$ cat src/rtl/ex_muldiv_pkg.sv
// Shared constants and state encoding for the EX-stage multiply/divide unit.
package ex_muldiv_pkg;

    localparam int unsigned DEFAULT_DATA_SIZE = 32;

    localparam logic [5:0] FUNCT_MULT  = 6'h18;
    localparam logic [5:0] FUNCT_MULTU = 6'h19;
    localparam logic [5:0] FUNCT_DIV   = 6'h1A;
    localparam logic [5:0] FUNCT_DIVU  = 6'h1B;
    localparam logic [5:0] FUNCT_MTHI  = 6'h11;
    localparam logic [5:0] FUNCT_MTLO  = 6'h13;

    typedef enum logic [1:0] {
        IDLE = 2'd0,
        RUN  = 2'd1,
        FIX  = 2'd2
    } state_e;

endpackage

$ cat src/rtl/ex_muldiv_unit_core.sv
// Iteration datapath: 2*DATA_SIZE accumulator with one shift-add or one
// restoring-subtract step per enabled cycle on unsigned magnitudes.
module muldiv_iter_core
    import ex_muldiv_pkg::*;
#(
    parameter int unsigned DATA_SIZE = DEFAULT_DATA_SIZE
) (
    input  logic                     i_clock,
    input  logic                     i_reset,
    input  logic                     i_start,
    input  logic                     i_is_div,
    input  logic                     i_step,
    input  logic [DATA_SIZE-1:0]     i_op_a,
    input  logic [DATA_SIZE-1:0]     i_op_b,
    output logic [2*DATA_SIZE-1:0]   o_acc
);

    localparam int unsigned ACC_SIZE = 2 * DATA_SIZE;

    logic [ACC_SIZE-1:0]  acc;
    logic [ACC_SIZE-1:0]  acc_next;
    logic [DATA_SIZE-1:0] op_b;
    logic [DATA_SIZE:0]   add_sum;
    logic [DATA_SIZE:0]   rem_shift;
    logic [DATA_SIZE:0]   sub_diff;

    // Multiply: upper half accumulates, lower half shifts out multiplier bits.
    // Divide: upper half is the partial remainder, lower half collects quotient bits.
    always_comb begin
        acc_next  = acc;
        add_sum   = {1'b0, acc[ACC_SIZE-1:DATA_SIZE]}
                  + (acc[0] ? {1'b0, op_b} : (DATA_SIZE+1)'(0));
        rem_shift = acc[ACC_SIZE-1:DATA_SIZE-1];
        sub_diff  = rem_shift - {1'b0, op_b};
        if (i_is_div) begin
            if (rem_shift >= {1'b0, op_b}) begin
                acc_next = {sub_diff[DATA_SIZE-1:0], acc[DATA_SIZE-2:0], 1'b1};
            end else begin
                acc_next = {rem_shift[DATA_SIZE-1:0], acc[DATA_SIZE-2:0], 1'b0};
            end
        end else begin
            acc_next = {add_sum, acc[DATA_SIZE-1:1]};
        end
    end

    always_ff @(posedge i_clock) begin
        if (i_reset) begin
            acc  <= '0;
            op_b <= '0;
        end else if (i_start) begin
            acc  <= {{DATA_SIZE{1'b0}}, i_op_a};
            op_b <= i_op_b;
        end else if (i_step) begin
            acc  <= acc_next;
        end
    end

    assign o_acc = acc;

endmodule

$ cat src/rtl/ex_muldiv_unit.sv
// EX-stage multiply/divide unit: owns HI/LO, sequences the iterative core,
// applies sign correction and requests pipeline stalls while busy.
module ex_muldiv_unit
    import ex_muldiv_pkg::*;
#(
    parameter int unsigned DATA_SIZE   = DEFAULT_DATA_SIZE,
    parameter int unsigned OPCODE_SIZE = 6,
    parameter int unsigned CNT_SIZE    = 6
) (
    input  logic                   i_clock,
    input  logic                   i_reset,
    input  logic                   i_valid,
    input  logic [OPCODE_SIZE-1:0] i_alu_op,
    input  logic [DATA_SIZE-1:0]   i_data_a,
    input  logic [DATA_SIZE-1:0]   i_data_b,
    input  logic                   i_hilo_read,
    output logic [DATA_SIZE-1:0]   o_hi,
    output logic [DATA_SIZE-1:0]   o_lo,
    output logic                   o_busy,
    output logic                   o_stall,
    output logic                   o_done,
    output logic                   o_div_by_zero
);

    localparam logic [CNT_SIZE-1:0] LAST_CNT = CNT_SIZE'(DATA_SIZE - 1);

    state_e                 state;
    state_e                 state_next;
    logic [CNT_SIZE-1:0]    cnt;
    logic [DATA_SIZE-1:0]   hi_q;
    logic [DATA_SIZE-1:0]   lo_q;
    logic                   done_q;
    logic                   dbz_q;
    logic                   op_is_div;
    logic                   neg_res;
    logic                   neg_rem;

    logic                   op_mult, op_multu, op_div, op_divu, op_mthi, op_mtlo;
    logic                   op_muldiv, op_divide, op_signed, div_zero, accept;
    logic                   sign_a, sign_b;
    logic [DATA_SIZE-1:0]   mag_a, mag_b;
    logic                   core_start, core_step, fix_write;
    logic [2*DATA_SIZE-1:0] acc;
    logic [2*DATA_SIZE-1:0] prod;
    logic [DATA_SIZE-1:0]   quo, rem;

    // Opcode decode and operand magnitudes (two's complement of the min value is itself).
    assign op_mult   = (i_alu_op == OPCODE_SIZE'(FUNCT_MULT));
    assign op_multu  = (i_alu_op == OPCODE_SIZE'(FUNCT_MULTU));
    assign op_div    = (i_alu_op == OPCODE_SIZE'(FUNCT_DIV));
    assign op_divu   = (i_alu_op == OPCODE_SIZE'(FUNCT_DIVU));
    assign op_mthi   = (i_alu_op == OPCODE_SIZE'(FUNCT_MTHI));
    assign op_mtlo   = (i_alu_op == OPCODE_SIZE'(FUNCT_MTLO));
    assign op_divide = op_div | op_divu;
    assign op_muldiv = op_mult | op_multu | op_divide;
    assign op_signed = op_mult | op_div;
    assign div_zero  = (i_data_b == '0);
    assign accept    = (state == IDLE) & i_valid;
    assign sign_a    = op_signed & i_data_a[DATA_SIZE-1];
    assign sign_b    = op_signed & i_data_b[DATA_SIZE-1];
    assign mag_a     = sign_a ? (DATA_SIZE'(0) - i_data_a) : i_data_a;
    assign mag_b     = sign_b ? (DATA_SIZE'(0) - i_data_b) : i_data_b;

    always_ff @(posedge i_clock) begin
        if (i_reset) begin
            state <= IDLE;
        end else begin
            state <= state_next;
        end
    end

    always_comb begin
        state_next = state;
        core_start = 1'b0;
        core_step  = 1'b0;
        fix_write  = 1'b0;
        case (state)
            IDLE: begin
                if (accept && op_muldiv && !(op_divide && div_zero)) begin
                    core_start = 1'b1;
                    state_next = RUN;
                end
            end
            RUN: begin
                core_step = 1'b1;
                if (cnt == LAST_CNT) begin
                    state_next = FIX;
                end
            end
            FIX: begin
                fix_write  = 1'b1;
                state_next = IDLE;
            end
            default: state_next = IDLE;
        endcase
    end

    muldiv_iter_core #(
        .DATA_SIZE (DATA_SIZE)
    ) u_core (
        .i_clock  (i_clock),
        .i_reset  (i_reset),
        .i_start  (core_start),
        .i_is_div (op_is_div),
        .i_step   (core_step),
        .i_op_a   (mag_a),
        .i_op_b   (mag_b),
        .o_acc    (acc)
    );

    // Sign correction: remainder follows the dividend, everything else follows sign_a ^ sign_b.
    assign prod = neg_res ? ((2*DATA_SIZE)'(0) - acc) : acc;
    assign quo  = neg_res ? (DATA_SIZE'(0) - acc[DATA_SIZE-1:0]) : acc[DATA_SIZE-1:0];
    assign rem  = neg_rem ? (DATA_SIZE'(0) - acc[2*DATA_SIZE-1:DATA_SIZE])
                          : acc[2*DATA_SIZE-1:DATA_SIZE];

    always_ff @(posedge i_clock) begin
        if (i_reset) begin
            hi_q      <= '0;
            lo_q      <= '0;
            cnt       <= '0;
            done_q    <= 1'b0;
            dbz_q     <= 1'b0;
            op_is_div <= 1'b0;
            neg_res   <= 1'b0;
            neg_rem   <= 1'b0;
        end else begin
            done_q <= fix_write;
            dbz_q  <= accept & op_divide & div_zero;
            if (core_start) begin
                cnt       <= '0;
                op_is_div <= op_divide;
                neg_res   <= sign_a ^ sign_b;
                neg_rem   <= sign_a;
            end else if (core_step) begin
                cnt <= cnt + CNT_SIZE'(1);
            end
            if (fix_write) begin
                hi_q <= op_is_div ? rem : prod[2*DATA_SIZE-1:DATA_SIZE];
                lo_q <= op_is_div ? quo : prod[DATA_SIZE-1:0];
            end else if (accept && op_mthi) begin
                hi_q <= i_data_a;
            end else if (accept && op_mtlo) begin
                lo_q <= i_data_a;
            end
        end
    end

    assign o_hi          = hi_q;
    assign o_lo          = lo_q;
    assign o_done        = done_q;
    assign o_div_by_zero = dbz_q;
    assign o_busy        = (state != IDLE);
    assign o_stall       = o_busy & i_valid & (op_muldiv | op_mthi | op_mtlo | i_hilo_read);

endmodule

$ cat config.mk
export PLATFORM = sky130hd
export DESIGN_NAME = ex_muldiv_unit
export DESIGN_NICKNAME = d
export VERILOG_FILES = /design/src/rtl/ex_muldiv_pkg.sv /design/src/rtl/ex_muldiv_unit_core.sv /design/src/rtl/ex_muldiv_unit.sv
export SDC_FILE = /design/constraint.sdc
export NUM_CORES = 1
export LEC_CHECK = 0
export ABC_AREA = 1
export ABC_CLOCK_PERIOD_IN_PS = 3300
export BUFFER_PORTS_ARGS = -buffer_cell sky130_fd_sc_hd__buf_2
export CAP_MARGIN = 30
export CELL_PAD_IN_SITES_DETAIL_PLACEMENT = 1
export CELL_PAD_IN_SITES_GLOBAL_PLACEMENT = 1
export CORE_ASPECT_RATIO = 0.5
export CORE_MARGIN = 10
export CORE_UTILIZATION = 35
export CTS_CLUSTER_SIZE = 14
export DETAILED_ROUTE_END_ITERATION = 6
export GPL_ROUTABILITY_DRIVEN = 0
export PLACE_DENSITY_LB_ADDON = 0.1
export SKIP_CTS_REPAIR_TIMING = 1
export SYNTH_ARGS = -nofsm -noshare
export SYNTH_HDL_FRONTEND = slang
export SYNTH_HIERARCHICAL = 1
export SYNTH_SLANG_ARGS = --single-unit
$ cat constraint.sdc
create_clock -name i_clock -period 3.3 [get_ports i_clock]
set_input_delay 0.165 -clock i_clock [delete_from_list [all_inputs] [get_ports i_clock]]
set_output_delay 0.165 -clock i_clock [all_outputs]
set_load 0.01 [all_outputs]
==> flow_metrics.env, run 1 <==
export IMPL_setup_tns_ns=0
export IMPL_coreArea_sq_mm=0.04864
export IMPL_relSlewSlack=0.3122
export IMPL_synthArstFlopShare=0
export IMPL_tightest_slew_ns=1.031
export IMPL_die_h_um=177.1
export IMPL_cp_max_fo=20
export IMPL_finalCritPeriodShare=0.9097
export IMPL_clock_skew_ns=0.01798
export IMPL_die_area_sq_mm=0.05919
export IMPL_final_nets=3329
export IMPL_yosysWarnings=6
export IMPL_drt_iter0_markers=1626
export IMPL_yosysSeqAreaShare=0.2004
export IMPL_grt_pass1_wl_um=125700
export IMPL_die_w_um=334.2
export IMPL_initial_core_util=0.3552
export IMPL_syn_area_per_cell_sq_um=5.650
export IMPL_wire_per_inst_um=21.88
export IMPL_insertion_delay_ns=0.48
export IMPL_yosys_area_top_type="dfxtp_1"
export IMPL_ys_flop_type="dfxtp_1"
export IMPL_maxCapViolations=0
export IMPL_final_common_cell="nand2_1"
export IMPL_ys_seq_elements=173
export IMPL_synth_top_cell_area_share=0.2004
export IMPL_leakagePower_uw=0.01001
export IMPL_clock_fmax_mhz=333.1
export IMPL_grt_usage=0.2771
export IMPL_syn_inst=3058
export IMPL_cp_data_required_time_ns=3.67
export IMPL_critPathCaptureType="flip-flop"
export IMPL_pre_cts_slack_ns=0.3459
export IMPL_syn_area_sq_mm=0.01728
export IMPL_portBuffers=141
export IMPL_syn_num_nets=3203
export IMPL_maxSlewViolCount=0
export IMPL_hpwl_um=68630
export IMPL_tritoncts="built"
export IMPL_synth_area_top_cells="dfxtp_1 (20%), nand2_1 (20%), nand3_1 (8.8%)"
export IMPL_viasPerCell=5.456
export IMPL_grt_ovfl_total=0
export IMPL_cts_sinks=173
export IMPL_crit_type="flip-flop to flip-flop"
export IMPL_grt_pass1_vias=20650
export IMPL_clockBufferDepth=2
export IMPL_start_kind="flip-flop"
export IMPL_clkTransAtPathRegs_ns=0.08
export IMPL_ant_nets=0
export IMPL_run_status="finished, final reports clean"
export IMPL_p_per_area_mw_per_mm2=303.7
export IMPL_antenna_found_initial=2
export IMPL_rsz0062_at_grt="no"
export IMPL_hold_viol=0
export IMPL_synth_edf_count=0
export IMPL_num_rows=57
export IMPL_ctsRootBufferMaster="clkbuf_16"
export IMPL_drc=0
export IMPL_synth_distinct_cells=52
export IMPL_numCtsBuffers=17
export IMPL_worstPathArrival_ns=3.38
export IMPL_hp_class="input pin to flip-flop"
export IMPL_h_tree_depth=4
export IMPL_wl_um=84160
export IMPL_firstDrtPassIters=5
export IMPL_grt_start_max_net_pins=72
export IMPL_fin_ws_ns=0.2980
export IMPL_drive_gt1_frac=0.1085
export IMPL_num_vias=20990
export IMPL_io_pin_count=142
export IMPL_setup_viol=0
export IMPL_whs_ns=0.01191
export IMPL_layout_common_cells="nand2_1 (900), inv_1 (391), nor2_1 (351)"
export IMPL_syn_to_final_growth_pct=12.93
export IMPL_ir_drop_v=0.0003760
export IMPL_period_minus_slack_ns=3.002
[metal layers]
metal  global-route usage  wire length (um)  part of all wire
met5                    0                12           0.00014
met1               0.3669             38650              0.46
met3              0.04295              5042             0.060
met2               0.4483             37140              0.44
met4               0.1086              3318             0.039
[worst paths after layout]
kind	to	start	slack, ns	depth (start not counted)
max	u_core/o_acc[62]	u_core/o_acc[41]	0.30	13
min	o_lo[3]	i_data_a[3]	0.01	3
min reg2reg	u_core/op_b[2]	u_core/op_b[2]	0.48	2
max reg2reg	u_core/o_acc[62]	u_core/o_acc[41]	0.30	13
[through the flow]
| step | area [sq um] | instances | power [uW] | utilization |
|---|---|---|---|---|
| after floorplan | 17280 | 3058 | 3216 | - |
| after global placement | 18850 | 3807 | 3755 | 0.3875 |
| after detailed placement | 18900 | 3809 | 3786 | 0.3885 |
| after CTS | 19470 | 3841 | 5922 | 0.4003 |
| after global routing | 19510 | 3846 | 6211 | 0.4011 |
| final | 19510 | 3847 | 5925 | 0.4012 |
[cell type report]
| type | count | area, sq um |
|---|---|---|
| clock inverters | 15 | 151.4 |
| diodes | 1 | 2.502 |
| fillers | 6813 | 29130 |
| inverters | 408 | 1531 |
| multi-input cells | 2368 | 11760 |
| well taps | 649 | 812.0 |
| flip-flops and latches | 173 | 3466 |
| repair buffers | 216 | 1364 |
| clock buffers | 17 | 425.4 |
[report_power, final]
group          switching (uW)  leakage, uW  internal (uW)
logic                    1160      0.00833            463
registers                37.2      0.00140           2110
clock network            1140     0.000279           1010
[kinds of logic after synthesis]
kind of cell,share of synthesized area
buffers and inverters,0.1198
adder cells (fa/ha/maj),0.05228
flip-flops,0.2004
XOR/XNOR,0.03954
AND/OR/NAND/NOR,0.4219
AO/OA/AOI/OAI,0.1661
[Yosys cell counts, drive strengths merged (16+ instances only)]
cell type  number
nand4          43
o21a           32
a21oi         149
dfxtp         173
ha             69
xor2           56
or2            16
buf            50
clkbuf         59
inv           405
xnor2          22
nand2         917
nand3b         16
o21ai         224
nand3         306
nor3           29
a31oi          56
nor2          373
[registers in the layout, summed over array words and instances (netlist names), 2 cells and up]
| name | count |
|---|---|
| o_lo | 32 |
| u_core/o_acc | 64 |
| u_core/op_b | 32 |
| state | 2 |
| cnt | 6 |
| o_hi | 32 |
[worst max-delay path, cell delays in order (launching register included)]
cell and delay (ns):
dfxtp_1 0.58, ha_1 0.37, a21oi_1 0.26, o21bai_1 0.13, a21oi_1 0.18, nand2_1 0.13
nand2_2 0.22, nand2_4 0.27, nand2_4 0.29, inv_2 0.14, nand2_1 0.11, nand3b_1 0.09
nand2_1 0.07, inv_1 0.04
Note: power is estimated with default switching activity, not from simulation.
==> inputs of run 2 (changes only) <==
--- a/config.mk
+++ b/config.mk
@@ -6,14 +6,14 @@
 export NUM_CORES = 1
 export LEC_CHECK = 0
 export ABC_AREA = 1
-export ABC_CLOCK_PERIOD_IN_PS = 3300
+export ABC_CLOCK_PERIOD_IN_PS = 3600
 export BUFFER_PORTS_ARGS = -buffer_cell sky130_fd_sc_hd__buf_2
 export CAP_MARGIN = 30
 export CELL_PAD_IN_SITES_DETAIL_PLACEMENT = 1
 export CELL_PAD_IN_SITES_GLOBAL_PLACEMENT = 1
 export CORE_ASPECT_RATIO = 0.5
 export CORE_MARGIN = 10
-export CORE_UTILIZATION = 35
+export CORE_UTILIZATION = 45
 export CTS_CLUSTER_SIZE = 14
 export DETAILED_ROUTE_END_ITERATION = 6
 export GPL_ROUTABILITY_DRIVEN = 0
==> constraint.sdc (replaced) <==
create_clock -name i_clock -period 3.6 [get_ports i_clock]
set_input_delay 0.18 -clock i_clock [delete_from_list [all_inputs] [get_ports i_clock]]
set_output_delay 0.18 -clock i_clock [all_outputs]
set_load 0.01 [all_outputs]
==> run 2 against run 1 <==
Flip-flop and latch count unchanged; final area decreased by 2.0%; critical endpoint is now u_core/o_acc[51]; clock-buffer cell count increased by 2; non-clock buffer count decreased by 26; power decreased by 8.4%; sequential share of layout area increased by 0.36 points; register-to-register slack improved by 0.16 ns; setup slack improved by 0.16 ns; largest power group unchanged; hold slack improved by 0.024 ns; combinational power decreased by 8%; wire length decreased by 3.8%; critical path depth increased by 2.
==> flow_metrics.env, run 2 (synthesis gave the netlist of run 1 again) <==
export IMPL_ctsRootBufferMaster="clkbuf_16"
export IMPL_routed_wl_met2_um=34440
export IMPL_cp_data_required_time_ns=3.96
export IMPL_maxCapViolations=0
export IMPL_final_common_cell="nand2_1"
export IMPL_syn_to_final_growth_pct=10.72
export IMPL_tightest_slew_ns=0.8431
export IMPL_ir_drop_v=0.0003854
export IMPL_numCtsBuffers=17
export IMPL_cts_sinks=173
export IMPL_maxSlewViolCount=0
export IMPL_finalCritPeriodShare=0.8739
export IMPL_layout_common_cells="nand2_1 (900), inv_1 (391), nor2_1 (351)"
export IMPL_worstPathArrival_ns=3.51
export IMPL_wl_met3_um=6524
export IMPL_coreArea_sq_mm=0.03766
export IMPL_grt_start_max_net_pins=64
export IMPL_relSlewSlack=0.4373
export IMPL_cp_max_fo=31
export IMPL_ff2ff_setup_slack_ns=0.45
export IMPL_grt_pass1_vias=21520
export IMPL_wire_per_inst_um=21.94
export IMPL_die_w_um=297.1
export IMPL_period_minus_slack_ns=3.146
export IMPL_num_vias=21580
export IMPL_start_kind="flip-flop"
export IMPL_holdPathEnd="op_is_div"
export IMPL_clock_skew_ns=0.02139
export IMPL_grt_pass1_wl_um=122500
export IMPL_m1WireLength_um=34740
export IMPL_die_h_um=158.6
export IMPL_clkTransAtPathRegs_ns=0.07
export IMPL_p_per_area_mw_per_mm2=283.9
export IMPL_tritoncts="built"
export IMPL_reg2reg_depth=15
export IMPL_drt_iter0_markers=2059
export IMPL_diodes=0
export IMPL_hp_class="input pin to flip-flop"
export IMPL_viasPerCell=5.848
export IMPL_setup_viol=0
export IMPL_critical_path_startpoint="u_core/o_acc[0]"
export IMPL_initial_core_util=0.4588
export IMPL_setup_tns_ns=0
export IMPL_hold_path_startpoint="i_alu_op[1]"
export IMPL_utilization=0.5079
export IMPL_grt_ovfl_total=0
export IMPL_fin_ws_ns=0.4540
export IMPL_portBuffers=141
export IMPL_h_tree_depth=4
export IMPL_reg2reg_from="u_core/o_acc[0]"
export IMPL_firstDrtPassIters=5
export IMPL_clockBufferDepth=2
export IMPL_insertion_delay_ns=0.48
export IMPL_grt_usage=0.3324
export IMPL_wl_um=80970
export IMPL_reg2reg_to="u_core/o_acc[51]"
export IMPL_clock_fmax_mhz=317.9
export IMPL_rsz0062_at_grt="no"
export IMPL_hold_viol=0
export IMPL_top_layer="met5"
export IMPL_ant_nets=0
export IMPL_num_rows=50
export IMPL_hpwl_um=65550
export IMPL_final_nets=3303
export IMPL_whs_path_depth=3
export IMPL_leakagePower_uw=0.009868
export IMPL_die_area_sq_mm=0.04711
export IMPL_largest_reg_flops=64
export IMPL_io_pin_count=142
export IMPL_drive_gt1_frac=0.1009
export IMPL_antenna_found_initial=2
export IMPL_pre_cts_slack_ns=0.5692
export IMPL_crit_type="flip-flop to flip-flop"
export IMPL_critPathCaptureType="flip-flop"
export IMPL_drc=0
export IMPL_run_status="finished, final reports clean"
[run 2: worst max-delay path by stage]
stage,to,cells past startpoint
3_5_place_dp,u_core/o_acc[51],15
5_1_grt,u_core/o_acc[51],15
2_1_floorplan,u_core/o_acc[45],19
4_1_cts,u_core/o_acc[51],15
6_report,u_core/o_acc[51],15
3_3_place_gp,u_core/o_acc[51],15
[run 2: power by group]
group,leakage (uW),internal (uW),switching [uW]
sequential,0.00140,1940,38.1
clock,0.000284,1010,950
combinational,0.00819,415,1080
[run 2: area by class of cell]
cell class | instances | area, sq um
flip-flops and latches | 173 | 3466
inverters | 408 | 1531
repair buffers | 190 | 1139
well taps | 520 | 650.6
fillers | 5603 | 18530
clock inverters | 13 | 130.1
clock buffers | 19 | 452.9
multi-input cells | 2368 | 11760
[run 2: layer usage]
layer	GRT usage	up-vias
met3	0.05259	228
met4	0.2119	2
met1	0.4215	10350
met5	0	-
li1	-	10070
met2	0.5262	934
[run 2: per-stage QoR]
step	cells	hold WS [ns]	power [uW]	cell area [sq um]
after global routing	3691	0.06484	5644	19130
after CTS	3690	-0.04783	5391	19120
after global placement	3656	0.4490	3412	18500
after floorplan	3058	0.2491	2948	17280
final	3691	0.03636	5430	19130
after detailed placement	3658	0.4514	3452	18540
[run 2: critical path, cell delays in order (launching register included)]
cell	delay, ns
dfxtp_1	0.37
buf_4	0.41
nand2_1	0.17
inv_1	0.10
ha_1	0.24
nand2_1	0.12
inv_1	0.11
nand2_1	0.08
nor3_1	0.49
nand4_1	0.34
nand3_1	0.19
nand2_1	0.06
nand3_1	0.09
nand4_1	0.11
nand2_1	0.10
inv_1	0.04
==> inputs of run 3 (changes only) <==
--- a/config.mk
+++ b/config.mk
@@ -6,14 +6,14 @@
 export NUM_CORES = 1
 export LEC_CHECK = 0
 export ABC_AREA = 1
-export ABC_CLOCK_PERIOD_IN_PS = 3600
+export ABC_CLOCK_PERIOD_IN_PS = 2600
 export BUFFER_PORTS_ARGS = -buffer_cell sky130_fd_sc_hd__buf_2
 export CAP_MARGIN = 30
 export CELL_PAD_IN_SITES_DETAIL_PLACEMENT = 1
 export CELL_PAD_IN_SITES_GLOBAL_PLACEMENT = 1
 export CORE_ASPECT_RATIO = 0.5
 export CORE_MARGIN = 10
-export CORE_UTILIZATION = 45
+export CORE_UTILIZATION = 38
 export CTS_CLUSTER_SIZE = 14
 export DETAILED_ROUTE_END_ITERATION = 6
 export GPL_ROUTABILITY_DRIVEN = 0
==> constraint.sdc (replaced) <==
create_clock -name i_clock -period 2.6 [get_ports i_clock]
set_input_delay 0.13 -clock i_clock [delete_from_list [all_inputs] [get_ports i_clock]]
set_output_delay 0.13 -clock i_clock [all_outputs]
set_load 0.01 [all_outputs]
==> run 3 against run 2 <==
The run now ends with hold timing left; via count shrank 0.19%; clock power rose by 44%; flip-flop and latch count stayed put; hold slack got worse by 0.047 ns; critical path type unchanged; first-iteration DRC count shrank 13%; largest power group is now clock; clock skew down 0.0015 ns.
==> flow_metrics.env, run 3 (synthesis gave the netlist of run 1 again) <==
export IMPL_cp_data_required_time_ns=3.00
export IMPL_h_tree_depth=4
export IMPL_fin_cells=3857
export IMPL_coreArea_sq_mm=0.04507
export IMPL_drc=0
export IMPL_ir_drop_v=0.0003316
export IMPL_p_per_area_mw_per_mm2=374.6
export IMPL_die_h_um=170.8
export IMPL_wire_per_inst_um=21.79
export IMPL_whs_ns=-0.01109
export IMPL_io_pin_count=142
export IMPL_worstPathArrival_ns=2.96
export IMPL_num_rows=55
export IMPL_leakagePower_uw=0.01036
export IMPL_start_kind="flip-flop"
export IMPL_num_vias=21540
export IMPL_cts_sinks=173
export IMPL_relSlewSlack=0.5069
export IMPL_firstDrtPassIters=5
export IMPL_period_minus_slack_ns=2.558
export IMPL_hp_class="input pin to flip-flop"
export IMPL_viasPerCell=5.585
export IMPL_tritoncts="built"
export IMPL_syn_to_final_growth_pct=19.20
export IMPL_drive_gt1_frac=0.1626
export IMPL_ant_nets=0
export IMPL_maxCapViolations=0
export IMPL_ctsRootBufferMaster="clkbuf_16"
export IMPL_placed_cells=3823
export IMPL_maxSlewViolCount=0
export IMPL_antenna_found_initial=0
export IMPL_final_nets=3391
export IMPL_hold_viol=2
export IMPL_layout_common_cells="nand2_1 (872), inv_1 (389), nor2_1 (335)"
export IMPL_utilization=0.4569
export IMPL_grt_start_max_net_pins=72
export IMPL_tightest_slew_ns=0.7397
export IMPL_grt_pass1_wl_um=125700
export IMPL_insertion_delay_ns=0.48
export IMPL_grt_pass1_vias=21530
export IMPL_hpwl_um=67960
export IMPL_run_status="finished with violations"
export IMPL_clkTransAtPathRegs_ns=0.09
export IMPL_rsz0062_at_grt="yes"
export IMPL_numCtsBuffers=17
export IMPL_clockBufferDepth=2
export IMPL_die_area_sq_mm=0.05492
export IMPL_final_common_cell="nand2_1"
export IMPL_grt_usage=0.2959
export IMPL_die_w_um=321.6
export IMPL_initial_core_util=0.3833
export IMPL_grt_ovfl_total=0
export IMPL_drt_iter0_markers=1789
export IMPL_wl_um=84030
export IMPL_violations="hold timing"
export IMPL_largest_reg_flops=64
export IMPL_finalCritPeriodShare=0.9838
export IMPL_setup_viol=0
export IMPL_clock_fmax_mhz=391.0
export IMPL_diodes=0
export IMPL_critPathCaptureType="flip-flop"
export IMPL_crit_type="flip-flop to flip-flop"
export IMPL_clock_skew_ns=0.01992
export IMPL_cp_max_fo=25
export IMPL_setup_tns_ns=0
export IMPL_portBuffers=141
-- run 3: changes by cell type in the layout (fill, tap and decap cells not counted), sizes merged --
cell and delta:
buf +89, bufinv -1, clkbuf -2, clkinv -1
clkinvlp +1, dlygate4sd3 -1, inv +3
-- run 3: power by group --
group          internal [uW]  switching (uW)
clock network           1320            1500
registers               2680            47.0
logic                    696            1470
total                   4690            3020
-- run 3: final cells by class --
cell class                 count  area, sq um
tap                          598        748.2
clock buffer                  17        425.4
inverter                     408         1535
fill                        6344        24480
multi-input combinational   2368        12350
timing repair buffer         278         1862
sequential                   173         3487
clock inverter                15        183.9
-- run 3: path summary, 6_finish.rpt --
kind                   start               end  slack, ns  cells past startpoint
max          u_core/o_acc[0]  u_core/o_acc[52]       0.04                     16
min              i_data_a[3]           o_lo[3]      -0.01                      3
max reg2reg  u_core/o_acc[0]  u_core/o_acc[52]       0.04                     16
min reg2reg   u_core/op_b[3]    u_core/op_b[3]       0.49                      2
-- run 3: critical path, stage by stage, from the launching register on --
cell	delay, ns
dfxtp_2	0.35
buf_12	0.17
nand2_2	0.13
inv_1	0.08
ha_2	0.38
nand2_2	0.11
nor2_1	0.16
nand2_1	0.14
nor3_1	0.16
nand2_1	0.16
nand3_1	0.12
nand2_1	0.07
nand3_1	0.11
nand2_1	0.09
inv_1	0.08
nand2_1	0.05
a21oi_1	0.11
-- run 3: layer usage --
metal / routed length [um] / GRT usage / part of all wire / up-vias
met3: 5161 / 0.04209 / 0.061 / 150
met2: 37630 / 0.4838 / 0.45 / 667
met4: 3668 / 0.1309 / 0.044 / 0
met5: 0 / 0 / 0 / -
met1: 37580 / 0.3844 / 0.45 / 10460
li1: - / - / - / 10270
-- run 3: metrics by stage --
step           power (uW)  setup WS (ns)  area [sq um]
2_1_floorplan        4081         0.1548         17280
3_3_place_gp         4782        -0.1142         19330
3_5_place_dp         4822        -0.1732         19340
4_1_cts              7623        -0.1972         19950
5_1_grt              8082       -0.09547         20590
6_report             7714        0.04224         20590
